[src/rtl/updown_count_tracker.sv]
// updown_count_tracker
// Watches the output of a 4-bit up/down counter and builds a wider absolute
// position from it. Each edge it also reports the kind of step seen (hold,
// wrap, illegal jump, wrong direction) and keeps a sticky, saturating record
// of errors. Every output comes straight from a register.

module updown_count_tracker #(
  parameter int HI_W  = 8,
  parameter int ERR_W = 8
) (
  input  logic              clk,
  input  logic              rst,
  input  logic              cnt_rst,
  input  logic [3:0]        q_in,
  input  logic              up_down,
  input  logic              clr_err,
  output logic              valid,
  output logic [HI_W+3:0]   ext_count,
  output logic              wrap_up,
  output logic              wrap_dn,
  output logic              hold,
  output logic              step_err,
  output logic              dir_err,
  output logic              err_sticky,
  output logic [ERR_W-1:0]  err_cnt
);

  // SYNC: adopt the counter's current value as the new reference.
  // TRACK: follow it step by step.
  typedef enum logic {
    SYNC  = 1'b0,
    TRACK = 1'b1
  } state_t;

  state_t state_q, state_d;

  // Previous sample of the counter and of its direction control
  logic [3:0]       qPrev_q;
  logic             dirPrev_q;

  // Position: upper field counts wraps, low nibble mirrors the counter
  logic [HI_W-1:0]  upper_q,  upper_d;
  logic [3:0]       low_q,    low_d;

  // Registered status flags
  logic             valid_q,   valid_d;
  logic             wrapUp_q,  wrapUp_d;
  logic             wrapDn_q,  wrapDn_d;
  logic             hold_q,    hold_d;
  logic             stepErr_q, stepErr_d;
  logic             dirErr_q,  dirErr_d;
  logic             sticky_q,  sticky_d;
  logic [ERR_W-1:0] errCnt_q,  errCnt_d;

  // How the counter moved since the last sample
  logic [3:0]       delta;
  logic             isHold;
  logic             isUp;
  logic             isDown;
  logic             isJump;
  logic             errEvent;
  logic             errSat;

  // State register. Reset always puts the tracker back into SYNC.
  always_ff @(posedge clk) begin
    if (!rst) begin
      state_q <= SYNC;
    end else begin
      state_q <= state_d;
    end
  end

  // Next state. A counter reset forces a resync from any state. Otherwise
  // SYNC needs only one sample before tracking begins.
  always_comb begin
    state_d = state_q;
    case (state_q)
      SYNC: begin
        if (cnt_rst) begin
          state_d = SYNC;
        end else begin
          state_d = TRACK;
        end
      end
      TRACK: begin
        if (cnt_rst) begin
          state_d = SYNC;
        end
      end
      default: state_d = SYNC;
    endcase
  end

  // Classify the step as a modulo-16 difference, so that 15->0 counts as +1
  // and 0->15 counts as -1.
  always_comb begin
    delta  = q_in - qPrev_q;
    isHold = (delta == 4'd0);
    isUp   = (delta == 4'd1);
    isDown = (delta == 4'hF);
    isJump = !(isHold || isUp || isDown);
  end

  // Output logic. Works out the next position and the step flags from the
  // current state. During a counter reset the position is re-based at zero,
  // and the error and wrap flags are held off so the reset is not reported
  // as a fault.
  always_comb begin
    upper_d   = upper_q;
    low_d     = q_in;
    valid_d   = 1'b0;
    wrapUp_d  = 1'b0;
    wrapDn_d  = 1'b0;
    hold_d    = 1'b0;
    stepErr_d = 1'b0;
    dirErr_d  = 1'b0;
    case (state_q)
      SYNC: begin
        upper_d = '0;
      end
      TRACK: begin
        hold_d = isHold;
        if (cnt_rst) begin
          upper_d = '0;
        end else begin
          valid_d = 1'b1;
          if (isUp) begin
            if (qPrev_q == 4'hF) begin
              wrapUp_d = 1'b1;
              upper_d  = upper_q + HI_W'(1);
            end
            dirErr_d = dirPrev_q;
          end else if (isDown) begin
            if (qPrev_q == 4'h0) begin
              wrapDn_d = 1'b1;
              upper_d  = upper_q - HI_W'(1);
            end
            dirErr_d = !dirPrev_q;
          end else if (isJump) begin
            stepErr_d = 1'b1;
          end
        end
      end
      default: begin
        upper_d = '0;
      end
    endcase
  end

  // Error bookkeeping. A clear request that lands in the same cycle as a new
  // error still records that error, so the count restarts at one.
  always_comb begin
    errEvent = stepErr_d | dirErr_d;
    errSat   = &errCnt_q;
    sticky_d = sticky_q;
    errCnt_d = errCnt_q;
    if (clr_err) begin
      sticky_d = errEvent;
      errCnt_d = errEvent ? ERR_W'(1) : '0;
    end else if (errEvent) begin
      sticky_d = 1'b1;
      if (!errSat) begin
        errCnt_d = errCnt_q + ERR_W'(1);
      end
    end
  end

  // Datapath registers. The previous-sample registers update on every cycle
  // outside reset, whatever the state.
  always_ff @(posedge clk) begin
    if (!rst) begin
      qPrev_q   <= '0;
      dirPrev_q <= 1'b0;
      upper_q   <= '0;
      low_q     <= '0;
      valid_q   <= 1'b0;
      wrapUp_q  <= 1'b0;
      wrapDn_q  <= 1'b0;
      hold_q    <= 1'b0;
      stepErr_q <= 1'b0;
      dirErr_q  <= 1'b0;
      sticky_q  <= 1'b0;
      errCnt_q  <= '0;
    end else begin
      qPrev_q   <= q_in;
      dirPrev_q <= up_down;
      upper_q   <= upper_d;
      low_q     <= low_d;
      valid_q   <= valid_d;
      wrapUp_q  <= wrapUp_d;
      wrapDn_q  <= wrapDn_d;
      hold_q    <= hold_d;
      stepErr_q <= stepErr_d;
      dirErr_q  <= dirErr_d;
      sticky_q  <= sticky_d;
      errCnt_q  <= errCnt_d;
    end
  end

  assign valid      = valid_q;
  assign ext_count  = {upper_q, low_q};
  assign wrap_up    = wrapUp_q;
  assign wrap_dn    = wrapDn_q;
  assign hold       = hold_q;
  assign step_err   = stepErr_q;
  assign dir_err    = dirErr_q;
  assign err_sticky = sticky_q;
  assign err_cnt    = errCnt_q;

endmodule

[config.mk]
export PLATFORM = sky130hd
export DESIGN_NAME = updown_count_tracker
export DESIGN_NICKNAME = d
export VERILOG_FILES = /design/src/rtl/updown_count_tracker.sv
export SDC_FILE = /design/constraint.sdc
export NUM_CORES = 1
export LEC_CHECK = 0
export ABC_AREA = 1
export CAP_MARGIN = 20
export CORE_UTILIZATION = 51
export CTS_BUF_LIST = sky130_fd_sc_hd__clkbuf_16
export DETAILED_ROUTE_END_ITERATION = 8
export PLACE_DENSITY_LB_ADDON = 0.1
export SYNTH_ARGS = -nofsm -noshare
export SYNTH_HDL_FRONTEND = slang
export SYNTH_SLANG_ARGS = --single-unit
export TNS_END_PERCENT = 20
[constraint.sdc]
create_clock -name clk -period 4.1 [get_ports clk]
set_input_delay 1.23 -clock clk [delete_from_list [all_inputs] [get_ports clk]]
set_output_delay 1.23 -clock clk [all_outputs]
set_load 0.03 [all_outputs]
==> impl_metrics.prom <==
# TYPE chip_impl_metric gauge
chip_impl_metric{name="slew_viols_final",unit=""} 0
chip_impl_metric{name="die_area",unit="mm²"} 0.003686
chip_impl_info{name="outcome",value="complete, no violations"} 1
chip_impl_info{name="hp-start",value="err_sticky"} 1
chip_impl_metric{name="setup-violations-final",unit=""} 0
chip_impl_metric{name="grt_first_pass_wirelength",unit="µm"} 6796
chip_impl_metric{name="critPathArrivalTime",unit="ps"} 4010
chip_impl_metric{name="vdd.ir_drop.worst",unit="mV"} 0.2476
chip_impl_metric{name="dieWidth",unit="µm"} 60.71
chip_impl_info{name="min_path_type",value="reg -> reg"} 1
chip_impl_info{name="cts_root_buf",value="sky130_fd_sc_hd__clkbuf_16"} 1
chip_impl_metric{name="floorplan.initialDensity",unit="%"} 55.75
chip_impl_metric{name="clock.fmax",unit="MHz"} 258.6
chip_impl_metric{name="numCtsBuffers",unit=""} 5
chip_impl_metric{name="hold_violations",unit=""} 0
chip_impl_info{name="setup.worst_path.start_class",value="input port"} 1
chip_impl_metric{name="timing.critical_path.slowest_cell_delay",unit="ps"} 470
chip_impl_metric{name="cap_viol_max_count",unit=""} 0
chip_impl_metric{name="grt_max_degree",unit=""} 17
chip_impl_metric{name="antenna-diode-count",unit=""} 0
chip_impl_metric{name="row_count",unit=""} 20
chip_impl_metric{name="holdBufCountCts",unit=""} 0
chip_impl_metric{name="dieHeight",unit="µm"} 60.71
chip_impl_metric{name="post_synth_instance_area",unit="mm²"} 0.001758
chip_impl_metric{name="ff2ff_path_depth",unit=""} 15
chip_impl_metric{name="io-pin-count",unit=""} 36
chip_impl_metric{name="power_density",unit="mW/mm²"} 368.9
chip_impl_metric{name="drt-pass1-iter-count",unit=""} 4
chip_impl_metric{name="global_route.usage.total",unit="%"} 24.94
chip_impl_metric{name="setup.reg_to_reg.worst_slack",unit="ps"} 1360
chip_impl_metric{name="core_region_area",unit="mm²"} 0.003153
chip_impl_info{name="critPathCaptureType",value="flop"} 1
chip_impl_metric{name="data_required_time_of_the_worst_path",unit="ps"} 4240
chip_impl_metric{name="synth.distinct_cells",unit=""} 29
chip_impl_info{name="critPathKind",value="in -> reg"} 1
chip_impl_metric{name="critical_path.max_fanout",unit=""} 7
chip_impl_metric{name="placed_cells",unit=""} 326
chip_impl_info{name="cp_top_family",value="adder cells"} 1
chip_impl_metric{name="synth_cells",unit=""} 239
chip_impl_metric{name="layout.nets",unit=""} 310
chip_impl_metric{name="clock-sinks",unit=""} 29
chip_impl_metric{name="worst_clock_skew",unit="ps"} 7.124
chip_impl_metric{name="portBuffers",unit=""} 35
chip_impl_metric{name="drc_errors",unit=""} 0
chip_impl_info{name="critical-path-top-cell-by-count",value="sky130_fd_sc_hd__nor2_1"} 1
chip_impl_info{name="reg2reg_from",value="low_q[2]"} 1
chip_impl_metric{name="place_congestion",unit=""} 0.8320
chip_impl_metric{name="number_of_global_route_vias_before_repair",unit=""} 1559
chip_impl_metric{name="number_of_antenna_violations_at_the_first_check_in_global_routing",unit=""} 0
chip_impl_metric{name="synthesis.area_per_instance",unit="µm²"} 7.355
chip_impl_metric{name="period_needed",unit="ps"} 3867
chip_impl_metric{name="final_cell_count_no_fill",unit=""} 334
chip_impl_metric{name="detailroute.via_count",unit=""} 1659
chip_impl_info{name="cts_tree",value="built"} 1
chip_impl_metric{name="cts.path.max_buffers",unit=""} 2
chip_impl_metric{name="layout-drive-gt1-share",unit="%"} 15.86
chip_impl_info{name="timing.hold.worst_endpoint",value="err_sticky"} 1
chip_impl_metric{name="net_count_after_synthesis",unit=""} 260
chip_impl_info{name="sequence_of_cells_on_the_critical_path",value="clkdlybuf4s50_1 > inv_1 > ha_1 > inv_1 > fa_1 > nor2_2 > nand3_4 > ha_1 > a21oi_1 > nand2_1 > a31oi_2 > nand3_1 > nand2_1 > nor2_1 > nor2_1 > nor2_1"} 1
chip_impl_metric{name="synth-seq-cells",unit=""} 29
chip_impl_metric{name="average_wire_per_standard_cell",unit="µm"} 12.00
chip_impl_metric{name="clk_transition_reported_paths",unit="ps"} 50
chip_impl_metric{name="buffers_inserted_by_post_cts_timing_repair",unit=""} 0
chip_impl_metric{name="slew_headroom",unit="%"} 66.14
chip_impl_metric{name="synth.yosys.warnings",unit=""} 0
chip_impl_metric{name="cts_max_level",unit=""} 2
chip_impl_metric{name="p_leak",unit="nW"} 1.059
chip_impl_metric{name="globalRoute.totalOverflow",unit=""} 0
chip_impl_metric{name="hold_depth",unit=""} 2
chip_impl_info{name="timing.critical_path.slowest_stage_cell",value="sky130_fd_sc_hd__clkdlybuf4s50_1"} 1
chip_impl_metric{name="dp_hpwl",unit="µm"} 2938
chip_impl_metric{name="finalCoreUtilization",unit="%"} 76.19
chip_impl_info{name="rsz0062_at_grt",value="no"} 1
chip_impl_metric{name="finalSetupTns",unit="ps"} 0
chip_impl_metric{name="clock_insertion_delay_worst_skew",unit="ps"} 270
chip_impl_info{name="timing.rr.end",value="upper_q[7]"} 1
chip_impl_metric{name="drt_wl_total",unit="µm"} 4007
chip_impl_metric{name="cp_num_buf_inv",unit=""} 3
chip_impl_metric{name="proportion_of_synthesized_chip_area_in_sequential_cells",unit="%"} 33.02
chip_impl_metric{name="postRouteAntennaNets",unit=""} 0
chip_impl_metric{name="worst_pin_slew",unit="ps"} 507.3
chip_impl_metric{name="final_worst_path_period_share",unit="%"} 94.32
chip_impl_metric{name="drt-vias-per-instance",unit=""} 4.967
chip_impl_metric{name="initialDrtViolationCount",unit=""} 139
chip_impl_metric{name="syn_to_final_growth",unit="%"} 36.65
## worst max-delay path by stage
stage                     cells after the start     from          to
final                                        16  q_in[0]  upper_q[7]
after global routing                         16  q_in[0]  upper_q[7]
after CTS                                    16  q_in[0]  upper_q[7]
after detailed placement                     16  q_in[0]  upper_q[7]
after global placement                       16  q_in[0]  upper_q[7]
after floorplan                              14  q_in[0]  upper_q[6]
## power by group
part	internal, W	switching, W
registers	0.000291	0.00000779
clock network	0.000282	0.000125
logic	0.0000740	0.000107
## layout make-up
type | count | area [µm²]
clock buffer | 5 | 125.1
clock inverter | 3 | 37.54
fill | 243 | 750.7
inverter | 37 | 138.9
multi-input combinational | 171 | 1040
sequential | 29 | 580.6
tap | 44 | 55.05
timing repair buffer | 45 | 425.4
## timing repair
item                                    4_1_cts  5_1_grt
hold endpoints to repair                      0        0
endpoints found under the setup margin        0        2
gates resized for setup                       0        2
## through the flow
step	setup WS, ps	hold slack (ps)	total power [W]	area, µm²
after floorplan	477.7	488.4	0.0004200	1758
after global placement	-30.74	468.6	0.0004750	2231
after detailed placement	-78.44	496.6	0.0004786	2231
after CTS	173.2	500.8	0.0008824	2394
after global routing	32.05	519.3	0.0009221	2402
final	232.9	497.0	0.0008863	2402
## cell usage after synthesis
master                     count  area, µm²
sky130_fd_sc_hd__nor3_1        7      35.03
sky130_fd_sc_hd__inv_1        34      127.6
sky130_fd_sc_hd__nand2_4       3      33.78
sky130_fd_sc_hd__fa_1          2      40.04
sky130_fd_sc_hd__ha_1         10      125.1
sky130_fd_sc_hd__nand3_1      18      90.09
sky130_fd_sc_hd__nor2_2        3      18.77
sky130_fd_sc_hd__nand3_2       2      20.02
sky130_fd_sc_hd__o21ai_0       1      5.000
sky130_fd_sc_hd__nand2_2       9      56.30
sky130_fd_sc_hd__or2_2         2      12.51
sky130_fd_sc_hd__nand4_1       5      31.28
sky130_fd_sc_hd__xor2_1        5      43.79
sky130_fd_sc_hd__nand4_2       1      12.51
sky130_fd_sc_hd__nand3_4       2      35.03
sky130_fd_sc_hd__a21oi_1      19      95.09
sky130_fd_sc_hd__o21ai_1       1      5.000
sky130_fd_sc_hd__inv_2         3      11.26
sky130_fd_sc_hd__dfxtp_1      29      580.6
sky130_fd_sc_hd__xnor2_1       3      26.28
sky130_fd_sc_hd__nand3b_1      3      22.52
sky130_fd_sc_hd__clkbuf_1      2      7.510
sky130_fd_sc_hd__nor4_1        2      12.51
sky130_fd_sc_hd__nand2_8       1      20.02
sky130_fd_sc_hd__a31oi_1       1      6.260
sky130_fd_sc_hd__o211ai_1      2      15.01
sky130_fd_sc_hd__a21oi_2       2      17.52
sky130_fd_sc_hd__nand2_1      49      183.9
sky130_fd_sc_hd__nor2_1       18      67.56
## sequential cells by signal (all words and copies together), names as in the netlist
name and count:
wrap_dn 1, upper_q 8, err_cnt 8, dirPrev_q 1, hold 1, state_q 1
wrap_up 1, step_err 1, low_q 4, valid 1, err_sticky 1, dir_err 1
## worst register-to-register path, cell delays in order, from the launching register on
cell and delay (ps):
sky130_fd_sc_hd__dfxtp_1 350, sky130_fd_sc_hd__inv_1 80, sky130_fd_sc_hd__ha_1 330, sky130_fd_sc_hd__a21oi_2 160, sky130_fd_sc_hd__nand3_1 160, sky130_fd_sc_hd__nand2_2 170, sky130_fd_sc_hd__nand3_4 130, sky130_fd_sc_hd__ha_1 350
sky130_fd_sc_hd__a21oi_1 190, sky130_fd_sc_hd__nand2_1 130, sky130_fd_sc_hd__a31oi_2 210, sky130_fd_sc_hd__nand3_1 110, sky130_fd_sc_hd__nand2_1 70, sky130_fd_sc_hd__nor2_1 40, sky130_fd_sc_hd__nor2_1 80, sky130_fd_sc_hd__nor2_1 50
## logic make-up (layout without fill, tap and decap cells)
| group | after synthesis | in the layout | share of synthesized area, % |
|---|---|---|---|
| AO/OA/AOI/OAI | 26 | 26 | 8.185 |
| adder cells (fa/ha/maj) | 12 | 12 | 9.395 |
| flip-flops | 29 | 29 | 33.03 |
| buffers and inverters | 39 | 90 | 8.327 |
| AND/OR/NAND/NOR | 125 | 125 | 37.08 |
| XOR/XNOR | 8 | 8 | 3.986 |
## cell usage in the layout (no fill, tap or decap)
master and instances:
sky130_fd_sc_hd__nand3b_1 3, sky130_fd_sc_hd__xor2_1 5, sky130_fd_sc_hd__nand2_1 49, sky130_fd_sc_hd__o211ai_1 2, sky130_fd_sc_hd__a21oi_1 19, sky130_fd_sc_hd__nor3_1 7
sky130_fd_sc_hd__or2_2 2, sky130_fd_sc_hd__inv_1 35, sky130_fd_sc_hd__xnor2_1 3, sky130_fd_sc_hd__a21oi_2 2, sky130_fd_sc_hd__clkinv_1 1, sky130_fd_sc_hd__nor4_1 2
sky130_fd_sc_hd__fa_1 2, sky130_fd_sc_hd__o21ai_0 1, sky130_fd_sc_hd__buf_4 10, sky130_fd_sc_hd__nand4_1 5, sky130_fd_sc_hd__nand3_2 2, sky130_fd_sc_hd__bufinv_16 1
sky130_fd_sc_hd__nand2_4 3, sky130_fd_sc_hd__clkdlybuf4s50_1 35, sky130_fd_sc_hd__nand2_2 9, sky130_fd_sc_hd__a31oi_2 1, sky130_fd_sc_hd__nand3_4 2, sky130_fd_sc_hd__nor2_2 4
sky130_fd_sc_hd__nand2_8 1, sky130_fd_sc_hd__o21ai_1 1, sky130_fd_sc_hd__nand4_2 1, sky130_fd_sc_hd__nand3_1 18, sky130_fd_sc_hd__inv_2 3, sky130_fd_sc_hd__clkbuf_16 5
sky130_fd_sc_hd__nor2_1 17, sky130_fd_sc_hd__dfxtp_1 29, sky130_fd_sc_hd__ha_1 10
## metal layers
layer | global-route usage, % | part of all wire (%)
met4 | 6.818 | 1.1
met5 | 0 | 0
met3 | 5.757 | 3.8
met2 | 41.29 | 47
met1 | 32.68 | 49
Power figures use the tool's default switching activity.
